### src/rtl/fetch_unit_pkg.sv
// Shared types and constants for the instruction fetch unit and its length decoder.
package fetch_unit_pkg;

    localparam int unsigned FETCH_ADDR_W = 8;
    localparam int unsigned FETCH_DATA_W = 8;

    localparam logic [3:0] OPC_HLT    = 4'hF;
    localparam logic [3:0] OPC_2B_MIN = 4'h8;

    typedef enum logic {
        ST_RUN    = 1'b0,
        ST_HALTED = 1'b1
    } fetch_state_e;

    // Output-stage payload presented to the decoder
    typedef struct packed {
        logic [FETCH_DATA_W-1:0] opcode;
        logic [FETCH_DATA_W-1:0] operand;
        logic                    len;
        logic [FETCH_ADDR_W-1:0] pc;
        logic                    fault;
    } fetch_out_t;

    function automatic logic [FETCH_ADDR_W-1:0] pc_advance(
        input logic [FETCH_ADDR_W-1:0] pc,
        input logic                    is_2byte
    );
        return pc + (is_2byte ? FETCH_ADDR_W'(2) : FETCH_ADDR_W'(1));
    endfunction

endpackage

### src/rtl/fetch_len_decode.sv
// Instruction length classifier on the opcode high nibble; shared with the decoder.
module fetch_len_decode
    import fetch_unit_pkg::*;
(
    input  logic [FETCH_DATA_W-1:0] opcode_i,
    output logic                    is_2byte_o,
    output logic                    is_hlt_o
);

    logic [3:0] nib_c;
    logic       unused_lo_c;

    assign nib_c       = opcode_i[7:4];
    assign unused_lo_c = ^opcode_i[3:0];

    // HLT sits above the 2-byte range but is a single byte
    assign is_hlt_o   = (nib_c == OPC_HLT);
    assign is_2byte_o = (nib_c >= OPC_2B_MIN) && (nib_c != OPC_HLT);

endmodule

### src/rtl/fetch_unit.sv
// Instruction fetch initiator: PC-driven ROM address, length decode, registered valid/ready stage.
// Optional saturating performance counters are enabled by defining FETCH_PERF_CNT_EN.
module fetch_unit
    import fetch_unit_pkg::*;
#(
    parameter int unsigned        ADDR_W    = FETCH_ADDR_W,
    parameter int unsigned        DATA_W    = FETCH_DATA_W,
    parameter logic [ADDR_W-1:0]  RESET_VEC = ADDR_W'(0)
) (
    input  logic              clk,
    input  logic              rst_n,
    output logic [ADDR_W-1:0] imem_addr,
    input  logic [DATA_W-1:0] imem_instr,
    input  logic [DATA_W-1:0] imem_next,
    input  logic              redirect_valid,
    input  logic [ADDR_W-1:0] redirect_addr,
    output logic              out_valid,
    input  logic              out_ready,
    output logic [DATA_W-1:0] out_opcode,
    output logic [DATA_W-1:0] out_operand,
    output logic              out_len,
    output logic [ADDR_W-1:0] out_pc,
    output logic              out_fault,
    output logic              halted
`ifdef FETCH_PERF_CNT_EN
    ,
    output logic [15:0]       perf_fetched,
    output logic [15:0]       perf_stall
`endif
);

    fetch_state_e      state_q, state_d;
    logic [ADDR_W-1:0] pc_q, pc_d;
    fetch_out_t        out_q, out_d;
    logic              out_valid_q, out_valid_d;

    logic is_2byte_c;
    logic is_hlt_c;
    logic fault_c;
    logic load_c;

    fetch_len_decode u_len_decode (
        .opcode_i   (imem_instr),
        .is_2byte_o (is_2byte_c),
        .is_hlt_o   (is_hlt_c)
    );

    // A 2-byte op at the last address has no operand byte to fetch
    assign fault_c = is_2byte_c && (pc_q == {ADDR_W{1'b1}});
    assign load_c  = (state_q == ST_RUN) && (!out_valid_q || out_ready) && !redirect_valid;

    always_comb begin
        state_d     = state_q;
        pc_d        = pc_q;
        out_d       = out_q;
        out_valid_d = out_valid_q;
        if (redirect_valid) begin
            pc_d        = redirect_addr;
            out_valid_d = 1'b0;
            state_d     = ST_RUN;
        end else if (load_c) begin
            out_d.opcode  = imem_instr;
            out_d.operand = (is_2byte_c && !fault_c) ? imem_next : DATA_W'(0);
            out_d.len     = is_2byte_c;
            out_d.pc      = pc_q;
            out_d.fault   = fault_c;
            out_valid_d   = 1'b1;
            pc_d          = pc_advance(pc_q, is_2byte_c);
            if (is_hlt_c) begin
                state_d = ST_HALTED;
            end
        end else if (out_ready) begin
            out_valid_d = 1'b0;
        end
    end

    always_ff @(posedge clk or negedge rst_n) begin
        if (!rst_n) begin
            state_q     <= ST_RUN;
            pc_q        <= RESET_VEC;
            out_q       <= '0;
            out_valid_q <= 1'b0;
        end else begin
            state_q     <= state_d;
            pc_q        <= pc_d;
            out_q       <= out_d;
            out_valid_q <= out_valid_d;
        end
    end

    assign imem_addr   = pc_q;
    assign out_valid   = out_valid_q;
    assign out_opcode  = out_q.opcode;
    assign out_operand = out_q.operand;
    assign out_len     = out_q.len;
    assign out_pc      = out_q.pc;
    assign out_fault   = out_q.fault;
    assign halted      = (state_q == ST_HALTED);

`ifdef FETCH_PERF_CNT_EN
    logic [15:0] perf_fetched_q;
    logic [15:0] perf_stall_q;

    // Saturating event counters
    always_ff @(posedge clk or negedge rst_n) begin
        if (!rst_n) begin
            perf_fetched_q <= 16'h0000;
            perf_stall_q   <= 16'h0000;
        end else begin
            if (load_c && (perf_fetched_q != 16'hFFFF)) begin
                perf_fetched_q <= perf_fetched_q + 16'd1;
            end
            if (out_valid_q && !out_ready && (perf_stall_q != 16'hFFFF)) begin
                perf_stall_q <= perf_stall_q + 16'd1;
            end
        end
    end

    assign perf_fetched = perf_fetched_q;
    assign perf_stall   = perf_stall_q;
`endif

endmodule
### config.mk
export PLATFORM = sky130hd
export DESIGN_NAME = fetch_unit
export DESIGN_NICKNAME = d
export VERILOG_FILES = /design/src/rtl/fetch_unit_pkg.sv /design/src/rtl/fetch_len_decode.sv /design/src/rtl/fetch_unit.sv
export SDC_FILE = /design/constraint.sdc
export NUM_CORES = 1
export LEC_CHECK = 0
export BUFFER_PORTS_ARGS = -buffer_cell sky130_fd_sc_hd__buf_2
export CORE_MARGIN = 2
export CORE_UTILIZATION = 35
export CTS_CLUSTER_DIAMETER = 30
export DETAILED_ROUTE_END_ITERATION = 7
export HOLD_SLACK_MARGIN = 0.06
export PLACE_DENSITY = 0.68
export SLEW_MARGIN = 15
export SYNTH_ARGS = -nofsm -noshare
export SYNTH_HDL_FRONTEND = slang
export SYNTH_SLANG_ARGS = --single-unit
### constraint.sdc
create_clock -name clk -period 1.6 [get_ports clk]
set_input_delay 0.32 -clock clk [delete_from_list [all_inputs] [get_ports clk]]
set_output_delay 0.32 -clock clk [all_outputs]
set_load 0.005 [all_outputs]
After elaboration in Yosys (flattened, before gate mapping). Cells that the tools add are included.

Output and inout bits: 36. Flip-flop bits (word level): 36. Word-level logic and storage cells: 39. Input bits: 28.

Add/subtract/negate cells: 1. Reductions and logical operators: 14. Equality and inequality tests: 3. Mux-type cells: 10. Magnitude comparators: 1. Bitwise logic cells: 2.

Operators by type and width (count): 8-bit 2-to-1 mux (3); 8-bit by 2-bit adder with 8-bit output (1); 8-bit == test (second input constant) (1); 1-bit 2-to-1 mux (6); 1-bit logical AND (5); 4-bit == test (second input constant) (1); 4-bit greater-or-equal comparator (second input constant) (1); 4-bit != test (second input constant) (1); 2-bit AND reduction (2); 2-bit nonzero test (2); 1-bit zero test (3); 3-bit nonzero test (1); 2-bit 2-to-1 mux (1); 1-bit inverter (2); 1-bit logical OR (1).

Depth between registers and ports, before layout. Gate-level depths: netlist (run 1).

Depth in word-level cells: 6. Gate-level depth with buffers: 9.

By module. From an unflattened synthesis (run 1), not the netlist that was laid out.

Cell total of the unflattened synthesis: 165. Area total of the unflattened synthesis: 1626.6 sq um.

By module, submodules not included: fetch_unit (area an instance 1607.8 sq um, cells an instance 161, instances 1); fetch_len_decode (area an instance 18.8 sq um, cells an instance 4, instances 1).

Worst setup path before layout (run 1). Ideal clock, no wire load.

Path type: input -> register. Start point: input imem_instr[5]. End point: register pc_q[6], in the netlist imem_addr[6]. Library setup time: 131 ps. Stages: 9. Path slack: -306 ps. Arrival: 1775 ps. Path through: nand3_1 -> nand2_1 -> ha_1 -> inv_1 -> fa_1 -> nor2_1 -> nor4b_1 -> xnor2_1 -> o21ai_1.

Cells in the longest elaborated chain, start to end: 6. Elaborated cells between the ends (all ways): 7. Classes of those cells: add/sub (1); order compare (1); eq/ne (1); mux (3); reduce/logical (1).

Ends and longest elaborated chain: from (decl) (RTL line fetch_unit.sv:13) `input logic [DATA_W-1:0] imem_instr,`; 4-bit greater-or-equal comparator or 4-bit != test (tied branches) (RTL line fetch_len_decode.sv:18) `assign is_2byte_o = (nib_c >= OPC_2B_MIN) && (nib_c != OPC_HLT);`; 1-bit logical AND (*) (RTL line fetch_len_decode.sv:18); 2-bit 2-to-1 mux (*) (RTL line fetch_unit_pkg.sv:28) `return pc + (is_2byte ? FETCH_ADDR_W'(2) : FETCH_ADDR_W'(1));`; 8-bit by 2-bit adder with 8-bit output (*) (RTL line fetch_unit_pkg.sv:28); 8-bit 2-to-1 mux (*) (RTL line fetch_unit.sv:61) `end else if (load_c) begin`; 8-bit 2-to-1 mux (*) (RTL line fetch_unit.sv:57) `if (redirect_valid) begin`; to (signal assigned) (RTL line fetch_unit.sv:85) `pc_q <= pc_d;`; to (decl) (RTL line fetch_unit.sv:33) `logic [ADDR_W-1:0] pc_q, pc_d;`.

Mark *: on every way between the ends. The rest lies on a longest branch, timed or not. The select of a mux whose other input is x is not followed. A chain may end at the register's enable or synchronous reset.

Worst setup path in the final report (run 1).
Start point: register pc_q[1], in the netlist imem_addr[1]. End point: register pc_q[7], in the netlist imem_addr[7].

Cells in the longest elaborated chain, start to end: 3.

Ends and longest elaborated chain (RTL line): 8-bit by 2-bit adder with 8-bit output (fetch_unit_pkg.sv:28); 8-bit 2-to-1 mux (fetch_unit.sv:61); 8-bit 2-to-1 mux (fetch_unit.sv:57).

Every way passes these cells. The select of a mux whose other input is x is not followed.

==> flow_summary.json, run 1 <==
{
  "synth_top_cell_area_share_pct": 56.56,
  "drive_above_1_share_pct": 42.64,
  "n_antenna_cell": 0,
  "synth_area_um2": 1593,
  "hold_viol_final": 0,
  "arrival_ns": 1.89,
  "drtIter0Drc": 36,
  "tritoncts": "done",
  "root_buffer": "clkbuf_8",
  "vias_per_cell": 4.629,
  "finalCriticalPeriod_ns": 1.693,
  "crit_type": "reg -> reg",
  "wl_per_cell_um": 12.44,
  "die_area_um2": 5107,
  "grt_pass1_vias": 1350,
  "die_x_um": 71.46,
  "yosys.area.top_type": "dfrtp_1",
  "final_core_util_pct": 53.28,
  "fin_crit_sh_pct": 105.8,
  "syn_area_per_cell_um2": 9.207,
  "crit_path_start_kind": "flip-flop",
  "setup_viol": 2,
  "grt_setup_unrepaired": "yes",
  "globalRouteOverflowTotal": 0,
  "clk_pin_slew_ns": 0.06,
  "worstPathRequired_ns": 1.80,
  "ant_nets": 0,
  "coreArea_um2": 4384,
  "hold_depth": 3,
  "synthSimpleGateAreaFrac_pct": 24.67,
  "synthDistinctLibCells": 30,
  "clock_sinks": 36,
  "netlist_instances": 173,
  "status": "finished, violations left",
  "timing.rr.start": "imem_addr[1]$_DFFE_PN0P_",
  "place_congestion": 0.7932,
  "grt_pass1_wl_um": 6423,
  "seq_area_frac_synth_pct": 56.56,
  "rr_worst_depth": 5,
  "wl_met1_um": 1777,
  "slew_viol_final": 0,
  "peakVddDrop_mv": 0.4223,
  "worstHoldStart": "imem_instr[0]",
  "io_pins": 64,
  "first_pass_iters": 4,
  "cts_made_buffers": 5,
  "yosys_warnings": 0,
  "critPathCaptureType": "flip-flop",
  "initial_utilization_pct": 36.33,
  "die_y_um": 71.46,
  "synthesis.nets": 204,
  "synthAdderAreaFrac_pct": 2.828,
  "min_path_type": "in -> reg",
  "ys_ff_latch": 36,
  "r2r_end": "imem_addr[7]$_DFFE_PN0P_",
  "grt_max_degree": 22,
  "routed_wl_um": 3855,
  "syn2layout_area_growth_pct": 46.66,
  "synth_mux_area_share_pct": 1.964,
  "yosys-top-cells-area": "dfrtp_1 (57%), nand2_1 (17%), o21ai_0 (5.0%)",
  "htreeDepth": 2,
  "p_leak_nw": 1.221,
  "violations": "negative setup slack",
  "fin_nets": 289,
  "min_delay_worst_endpoint": "out_opcode[0]$_DFFE_PN0P_",
  "clkLatencyLatePin_ns": 0.28,
  "rows": 24,
  "synth_top_family_by_area": "simple AND/OR/NAND/NOR gates",
  "fmax_mhz": 590.5,
  "met3_length_um": 156,
  "r2r_setup_slack_ns": -0.09,
  "worstPathMaxFanout": 4,
  "dr.max_layer_used": "met4",
  "max-slew-margin-rel_pct": 73.21,
  "dp.final_hpwl_um": 2991,
  "worst_slack_ns": -0.09343,
  "cap_violations": 0,
  "synth_xor_area_share_pct": 2.749,
  "grt_usage_pct": 16.28,
  "num_vias": 1435,
  "finalClockSkew_ns": 0.007210,
  "portBuffers": 63,
  "clockBufferDepth": 2,
  "dr_wl_met2_um": 1870,
  "worst_slew_pin_slew_ns": 0.4018,
  "power_mw": 2.407,
  "synth-compound-area-share_pct": 7.777,
  "power_density_nw_per_um2": 1031,
  "drc": 0,
  "antenna_found_initial": 0
}
[metal layers]
metal | track usage (%) | vias to the layer above
li1 | - | 731
met1 | 22.25 | 667
met2 | 25.10 | 33
met3 | 3.094 | 4
met4 | 7.547 | 0
met5 | 0 | -
[where the power goes]
part	internal (mW)	total (mW)	leakage (nW)	switching [mW]
registers	1.03	1.11	0.449	0.0770
logic	0.322	0.618	0.721	0.296
clock network	0.383	0.680	0.0503	0.297
total	1.74	2.41	1.22	0.670
[repair_timing]
item / CTS / global route
hold buffers: 1 / 0
gates resized for setup: 5 / 5
setup endpoints to repair: 5 / 13
pin swaps: 2 / 2
buffers inserted: 1 / 0
hold endpoints to repair: 15 / 0
[logic make-up after synthesis]
logic type	after synthesis
and+or+nand+nor	91
DFF	36
AOI/OAI and AO/OA	23
buffers and inverters	12
xor gates and xnor gates	5
muxes	3
adders and majority gates	3
[layout make-up]
cell class,count,area [um2]
clock buffer,7,96.34
tap,52,65.06
fill,428,2048
inverter,5,18.77
multi-input combinational,125,733.2
sequential,36,902.1
timing repair buffer,85,520.5
[worst max-delay path by stage]
stage | startpoint | to | depth (start not counted)
2_1_floorplan | imem_instr[5] | imem_addr[7]$_DFFE_PN0P_ | 8
3_3_place_gp | imem_instr[5] | imem_addr[7]$_DFFE_PN0P_ | 9
3_5_place_dp | imem_instr[5] | imem_addr[7]$_DFFE_PN0P_ | 9
4_1_cts | imem_addr[1]$_DFFE_PN0P_ | imem_addr[7]$_DFFE_PN0P_ | 5
5_1_grt | imem_addr[1]$_DFFE_PN0P_ | imem_addr[7]$_DFFE_PN0P_ | 5
6_report | imem_addr[1]$_DFFE_PN0P_ | imem_addr[7]$_DFFE_PN0P_ | 5
[flip-flops by register name (all words and copies together) (netlist names)]
name and count:
halted 1, imem_addr 8, out_fault 1, out_len 1, out_opcode 8, out_operand 8
out_pc 8, out_valid 1
[critical path: stages (launching register included)]
cell and delay, ns:
dfrtp_2 0.44, ha_4 0.27, a21oi_2 0.05, or3_4 0.32, or4_1 0.40, a31oi_1 0.13
[layout by cell type (no fill, tap or decap), types with 3 or more instances in the layout]
cell,Yosys,routed
buf_12,0,3
inv_2,0,3
buf_4,0,18
xnor2_1,3,3
o21ai_0,16,16
nor2_1,4,3
nand2_1,73,71
dfrtp_1,36,35
clkbuf_8,0,7
buf_2,2,63
[cells in the mapped netlist]
| library cell | n |
|---|---|
| xnor2_1 | 3 |
| buf_6 | 1 |
| o21a_1 | 1 |
| or3_1 | 1 |
| or3_2 | 1 |
| fa_1 | 1 |
| o31ai_1 | 2 |
| clkbuf_1 | 4 |
| xor2_1 | 2 |
| mux2_2 | 1 |
| nor2b_4 | 1 |
| nand4_1 | 1 |
| nand2_1 | 73 |
| nor2_1 | 4 |
| mux2i_1 | 2 |
| or4_1 | 1 |
| nor3_1 | 1 |
| inv_1 | 5 |
| or3_4 | 1 |
| o21ai_0 | 16 |
| ha_1 | 2 |
| a21oi_1 | 2 |
| nor4_1 | 1 |
| dfrtp_1 | 36 |
| a31oi_1 | 1 |
| o21ai_1 | 1 |
| or2b_1 | 1 |
| nand3_1 | 3 |
| nor4b_1 | 2 |
| buf_2 | 2 |
[per-stage QoR]
step,instances,setup TNS [ns],hold slack (ns),setup WS [ns],area (um2)
4_1_cts,310,-0.1391,0.2158,-0.1023,2313
3_3_place_gp,301,-1.368,0.2658,-0.2825,2185
3_5_place_dp,301,-1.572,0.2704,-0.3132,2185
5_1_grt,310,-0.4357,0.2328,-0.1614,2336
2_1_floorplan,173,-0.2395,0.02441,-0.1441,1648
6_report,310,-0.1051,0.2259,-0.09343,2336
Power figures use the tool's default switching activity.
==> inputs of run 2 (changes only) <==
- BUFFER_PORTS_ARGS: -buffer_cell sky130_fd_sc_hd__buf_2 -> not set
- CORE_UTILIZATION: 35 -> 56
- CTS_BUF_LIST: not set -> sky130_fd_sc_hd__clkbuf_2 sky130_fd_sc_hd__clkbuf_4 sky130_fd_sc_hd__clkbuf_8
- DONT_BUFFER_PORTS: not set -> 1
- PLACE_DENSITY: 0.68 -> 0.79
==> run 2 against run 1 <==
The flow still finishes with violations (negative setup slack). Register-to-register slack got worse by 0.09 ns. Critical path depth is the same. Die area is 36% lower. Critical endpoint unchanged.
==> flow_summary.json, run 2 (same netlist as run 1, synthesis figures left out) <==
{
  "status": "finished, violations left",
  "violations": "negative setup slack",
  "grt_max_degree": 37,
  "drc": 0,
  "coreArea_um2": 2734,
  "first_pass_iters": 4,
  "initial_utilization_pct": 58.26,
  "worstHoldStart": "redirect_valid",
  "min_delay_worst_endpoint": "imem_addr[2]$_DFFE_PN0P_",
  "routed_wl_um": 3864,
  "finalCriticalPeriod_ns": 1.787,
  "hold_depth": 1,
  "grt_usage_pct": 25.84,
  "fill_cells": 185,
  "io_pins": 64,
  "grt_setup_unrepaired": "yes",
  "p_leak_nw": 0.9517,
  "num_vias": 1245,
  "mostFrequentLayoutCell": "nand2_1",
  "whs_ns": 0.07839,
  "crit_type": "reg -> reg",
  "fmax_mhz": 559.6,
  "power_density_nw_per_um2": 1099,
  "worst_slack_ns": -0.1869,
  "fin_nets": 227,
  "grt_use_met2_pct": 42.20,
  "hold_viol_final": 0,
  "place_congestion": 0.8786,
  "drtIter0Drc": 56,
  "die_x_um": 57.33,
  "syn2layout_area_growth_pct": 26.00,
  "dp.final_hpwl_um": 2498,
  "tritoncts": "done",
  "die_area_um2": 3287,
  "rr_worst_depth": 5,
  "setup_viol": 3,
  "mostFrequentLayoutCells": "nand2_1 (71), dfrtp_1 (35), buf_4 (17), o21ai_0 (14), clkbuf_4 (5)",
  "r2r_end": "imem_addr[7]$_DFFE_PN0P_",
  "clkLatencyLatePin_ns": 0.32,
  "wl_per_cell_um": 17.02,
  "critPathCaptureType": "flip-flop",
  "max-slew-margin-rel_pct": 77.83,
  "slew_viol_final": 0,
  "root_buffer": "clkbuf_4",
  "cap_violations": 0,
  "peakVddDrop_mv": 0.9172,
  "clock_sinks": 36,
  "vias_per_cell": 5.485,
  "grt_util_met1_pct": 32.23,
  "cts_made_buffers": 5,
  "worst_slew_pin_slew_ns": 0.3317,
  "die_y_um": 57.33,
  "timing.rr.start": "imem_addr[1]$_DFFE_PN0P_",
  "globalRouteOverflowTotal": 0,
  "grt_busiest_layer": "met2",
  "crit_path_start_kind": "flip-flop",
  "fin_crit_sh_pct": 111.7,
  "portBuffers": 0,
  "ant_nets": 0,
  "gr-usage-met3_pct": 7.710,
  "finalClockSkew_ns": 0.005377,
  "power_mw": 2.205,
  "grt_pass1_wl_um": 6389,
  "antenna_found_initial": 0,
  "rows": 19,
  "htreeDepth": 2,
  "clk_pin_slew_ns": 0.10,
  "worstPathMaxFanout": 2,
  "r2r_setup_slack_ns": -0.19,
  "grt_pass1_vias": 1271,
  "arrival_ns": 2.04,
  "worstPathRequired_ns": 1.85,
  "min_path_type": "in -> reg",
  "clockBufferDepth": 2,
  "drive_above_1_share_pct": 24.49,
  "n_antenna_cell": 0
}
run 2: worst max-delay path, cell delays in order, from the launching register on:
cell,delay (ns)
dfrtp_2,0.44
ha_4,0.28
a21oi_4,0.05
or3_4,0.33
or4_4,0.44
a31oi_4,0.18
run 2: layout make-up:
cell class	instances	area, um2	area share, %
multi-input combinational	125	773.2	38.53
timing repair buffer	23	209.0	10.41
inverter	5	18.77	0.9352
sequential	36	902.1	44.95
clock buffer	7	65.06	3.242
tap	31	38.79	1.933
run 2: routing by layer:
metal | up-vias | share of wire [%] | wire length, um
met3 | 6 | 6.6 | 256
met2 | 49 | 50 | 1931
met4 | 0 | 1.4 | 53
met1 | 585 | 42 | 1622
met5 | - | 0 | 0
li1 | 605 | - | -
run 2: worst max path at each step:
stage                                  start                       end  slack, ns  cells past startpoint
floorplan                      imem_instr[5]  imem_addr[7]$_DFFE_PN0P_      -0.14                      8
global placement               imem_instr[5]  imem_addr[7]$_DFFE_PN0P_      -0.15                      8
detailed placement             imem_instr[5]  imem_addr[7]$_DFFE_PN0P_      -0.21                      8
CTS                 imem_addr[1]$_DFFE_PN0P_  imem_addr[7]$_DFFE_PN0P_      -0.11                      5
global route        imem_addr[1]$_DFFE_PN0P_  imem_addr[7]$_DFFE_PN0P_      -0.23                      5
finish              imem_addr[1]$_DFFE_PN0P_  imem_addr[7]$_DFFE_PN0P_      -0.19                      5
run 2: stage by stage:
stage	util, %	TNS (ns)	instances	instance area (um2)	setup slack, ns
floorplan	-	-0.2395	173	1648	-0.1441
finish	73.41	-0.2168	227	2007	-0.1869
global route	73.41	-0.4815	227	2007	-0.2253
CTS	71.03	-0.1358	225	1942	-0.1064
detailed placement	65.13	-0.7613	212	1780	-0.2113
global placement	65.13	-0.4233	212	1780	-0.1522
run 2: report_power, final:
group	switching, mW	total [mW]	internal [mW]
combinational	0.270	0.536	0.266
clock	0.284	0.533	0.249
sequential	0.104	1.14	1.03
run 2: timing repair:
action | 4_1_cts | 5_1_grt
setup buffers | 3 | 1
endpoints found under the hold margin | 37 | 2
pin swaps | 4 | 5
setup endpoints to repair | 6 | 18
resized for setup | 8 | 11
hold buffers | 3 | 1
==> inputs of run 3 (changes only) <==
- PLACE_DENSITY: 0.79 -> 0.76
- clock period: 1.6 -> 2.1 ns (I/O delays scaled with it)
==> run 3 against run 2 <==
The flow now finishes without violations. Routed wire length shrank 14%. Setup slack gained 0.36 ns. Highest routed layer unchanged. Total power shrank 28%. Non-clock buffer count shrank 18. Combinational power shrank 57%. Critical path depth grew 2. Hold slack gained 0.064 ns. Global-route usage shrank 3.5 points. Core utilization shrank 10 points. Largest power group unchanged. First-iteration DRC count shrank 27%.
==> flow_summary.json, run 3 (same netlist as run 1, synthesis figures left out) <==
{
  "worst_slew_pin_slew_ns": 0.5022,
  "clockBufferDepth": 2,
  "mostFrequentLayoutCell": "nand2_1",
  "syn2layout_area_growth_pct": 8.798,
  "dp.cells": 200,
  "rows": 19,
  "place_area_um2": 1623,
  "ant_nets": 0,
  "max-slew-margin-rel_pct": 66.52,
  "status": "finished clean",
  "io_pins": 64,
  "routed_wl_um": 3318,
  "grt_max_degree": 37,
  "grt_pass1_wl_um": 5499,
  "critPathCaptureType": "flip-flop",
  "arrival_ns": 2.16,
  "initial_utilization_pct": 58.26,
  "coreArea_um2": 2734,
  "grt_pass1_vias": 1179,
  "worstPathRequired_ns": 2.34,
  "p_sw_share_pct": 27.97,
  "n_antenna_cell": 0,
  "peakVddDrop_mv": 0.8181,
  "drtIter0Drc": 41,
  "slew_viol_final": 0,
  "hold_viol_final": 0,
  "clockPowerShare_pct": 30.3,
  "die_area_um2": 3287,
  "final_area_um2": 1733,
  "wl_per_cell_um": 15.80,
  "crit_type": "reg -> reg",
  "worstPathMaxFanout": 5,
  "clock_sinks": 36,
  "htreeDepth": 2,
  "antenna_found_initial": 0,
  "cts_resized": 0,
  "fin_crit_sh_pct": 91.57,
  "pwr-share-comb_pct": 14.6,
  "worst_slack_ns": 0.1771,
  "p_leak_nw": 0.8445,
  "whs_ns": 0.1421,
  "portBuffers": 0,
  "setup_viol": 0,
  "clkLatencyLatePin_ns": 0.34,
  "finalCriticalPeriod_ns": 1.923,
  "cts_made_buffers": 5,
  "power_frac_seq_pct": 55.2,
  "grt_usage_pct": 22.32,
  "crit_path_start_kind": "flip-flop",
  "die_x_um": 57.33,
  "tritoncts": "done",
  "power_density_nw_per_um2": 919.3,
  "grt_setup_unrepaired": "no",
  "vias_per_cell": 5.752,
  "first_pass_iters": 4,
  "p_switching_mw": 0.4456,
  "root_buffer": "clkbuf_4",
  "die_y_um": 57.33,
  "drc": 0,
  "mostFrequentLayoutCells": "nand2_1 (73), dfrtp_1 (36), o21ai_0 (16), clkbuf_4 (6), inv_1 (5)",
  "fmax_mhz": 520.0,
  "fin_nets": 209,
  "cap_violations": 0,
  "p_int_mw": 1.147,
  "min_path_type": "in -> reg",
  "clk_pin_slew_ns": 0.11,
  "dp.final_hpwl_um": 2345,
  "globalRouteOverflowTotal": 0,
  "place_congestion": 0.8193,
  "place_ws_ns": -0.05303,
  "drive_above_1_share_pct": 9.497,
  "finalNonFillerCells": 210,
  "finalClockSkew_ns": 0.007868,
  "num_vias": 1208
}
run 3: area by class of cell:
cell class	count	area, um2
clock inverters	2	35.03
inverters	5	18.77
multi-input cells	125	641.9
clock buffers	6	45.04
fillers	245	1001
repair buffers	5	52.55
flip-flops and latches	36	900.9
well taps	31	38.79
run 3: final timing paths:
kind | startpoint | to | slack (ns) | cells past startpoint
worst max-delay path | imem_addr[0]$_DFFE_PN0P_ | imem_addr[6]$_DFFE_PN0P_ | 0.18 | 7
worst min-delay path | redirect_valid | out_valid$_DFFE_PN0P_ | 0.14 | 1
worst max register to register | imem_addr[0]$_DFFE_PN0P_ | imem_addr[6]$_DFFE_PN0P_ | 0.18 | 7
worst min register to register | out_opcode[6]$_DFFE_PN0P_ | out_opcode[6]$_DFFE_PN0P_ | 0.51 | 2
max in group asynchronous | rst_n | imem_addr[4]$_DFFE_PN0P_ | 1.38 | 2
min in group asynchronous | rst_n | out_pc[3]$_DFFE_PN0P_ | 0.54 | 2
run 3: repair_timing:
action,4_1_cts,5_1_grt
setup buffers,0,0
hold buffers,2,0
endpoints found under the hold margin,36,0
run 3: per-layer routing:
| layer | track usage [%] | routed length, um | vias up | share of wire (%) |
|---|---|---|---|---|
| met5 | 0 | 0 | - | 0 |
| met3 | 9.070 | 313 | 12 | 9.4 |
| li1 | - | - | 573 | - |
| met1 | 27.20 | 1289 | 566 | 39 |
| met4 | 7.973 | 75 | 0 | 2.3 |
| met2 | 35.96 | 1640 | 57 | 49 |
run 3: power groups by stage:
stage	registers [mW]	logic, mW	clock network (mW)
floorplan	0.868	0.168	0
global placement	0.890	0.201	0
detailed placement	0.894	0.215	0
CTS	0.881	0.236	0.497
global route	0.891	0.274	0.530
finish	0.879	0.232	0.482
run 3: through the flow:
| step | total power, mW | TNS (ns) | util (%) |
|---|---|---|---|
| after floorplan | 1.036 | 0 | - |
| after detailed placement | 1.109 | -0.09694 | 59.36 |
| after CTS | 1.613 | 0 | 63.39 |
| final | 1.593 | 0 | 63.39 |
| after global placement | 1.091 | 0 | 59.36 |
| after global routing | 1.695 | 0 | 63.39 |
run 3: critical path, cell delays in order (launching register included):
cell     delay, ns
dfrtp_1       0.49
ha_1          0.23
inv_1         0.06
fa_1          0.35
nor2_1        0.14
nor4b_1       0.31
xnor2_1       0.17
o21ai_1       0.07
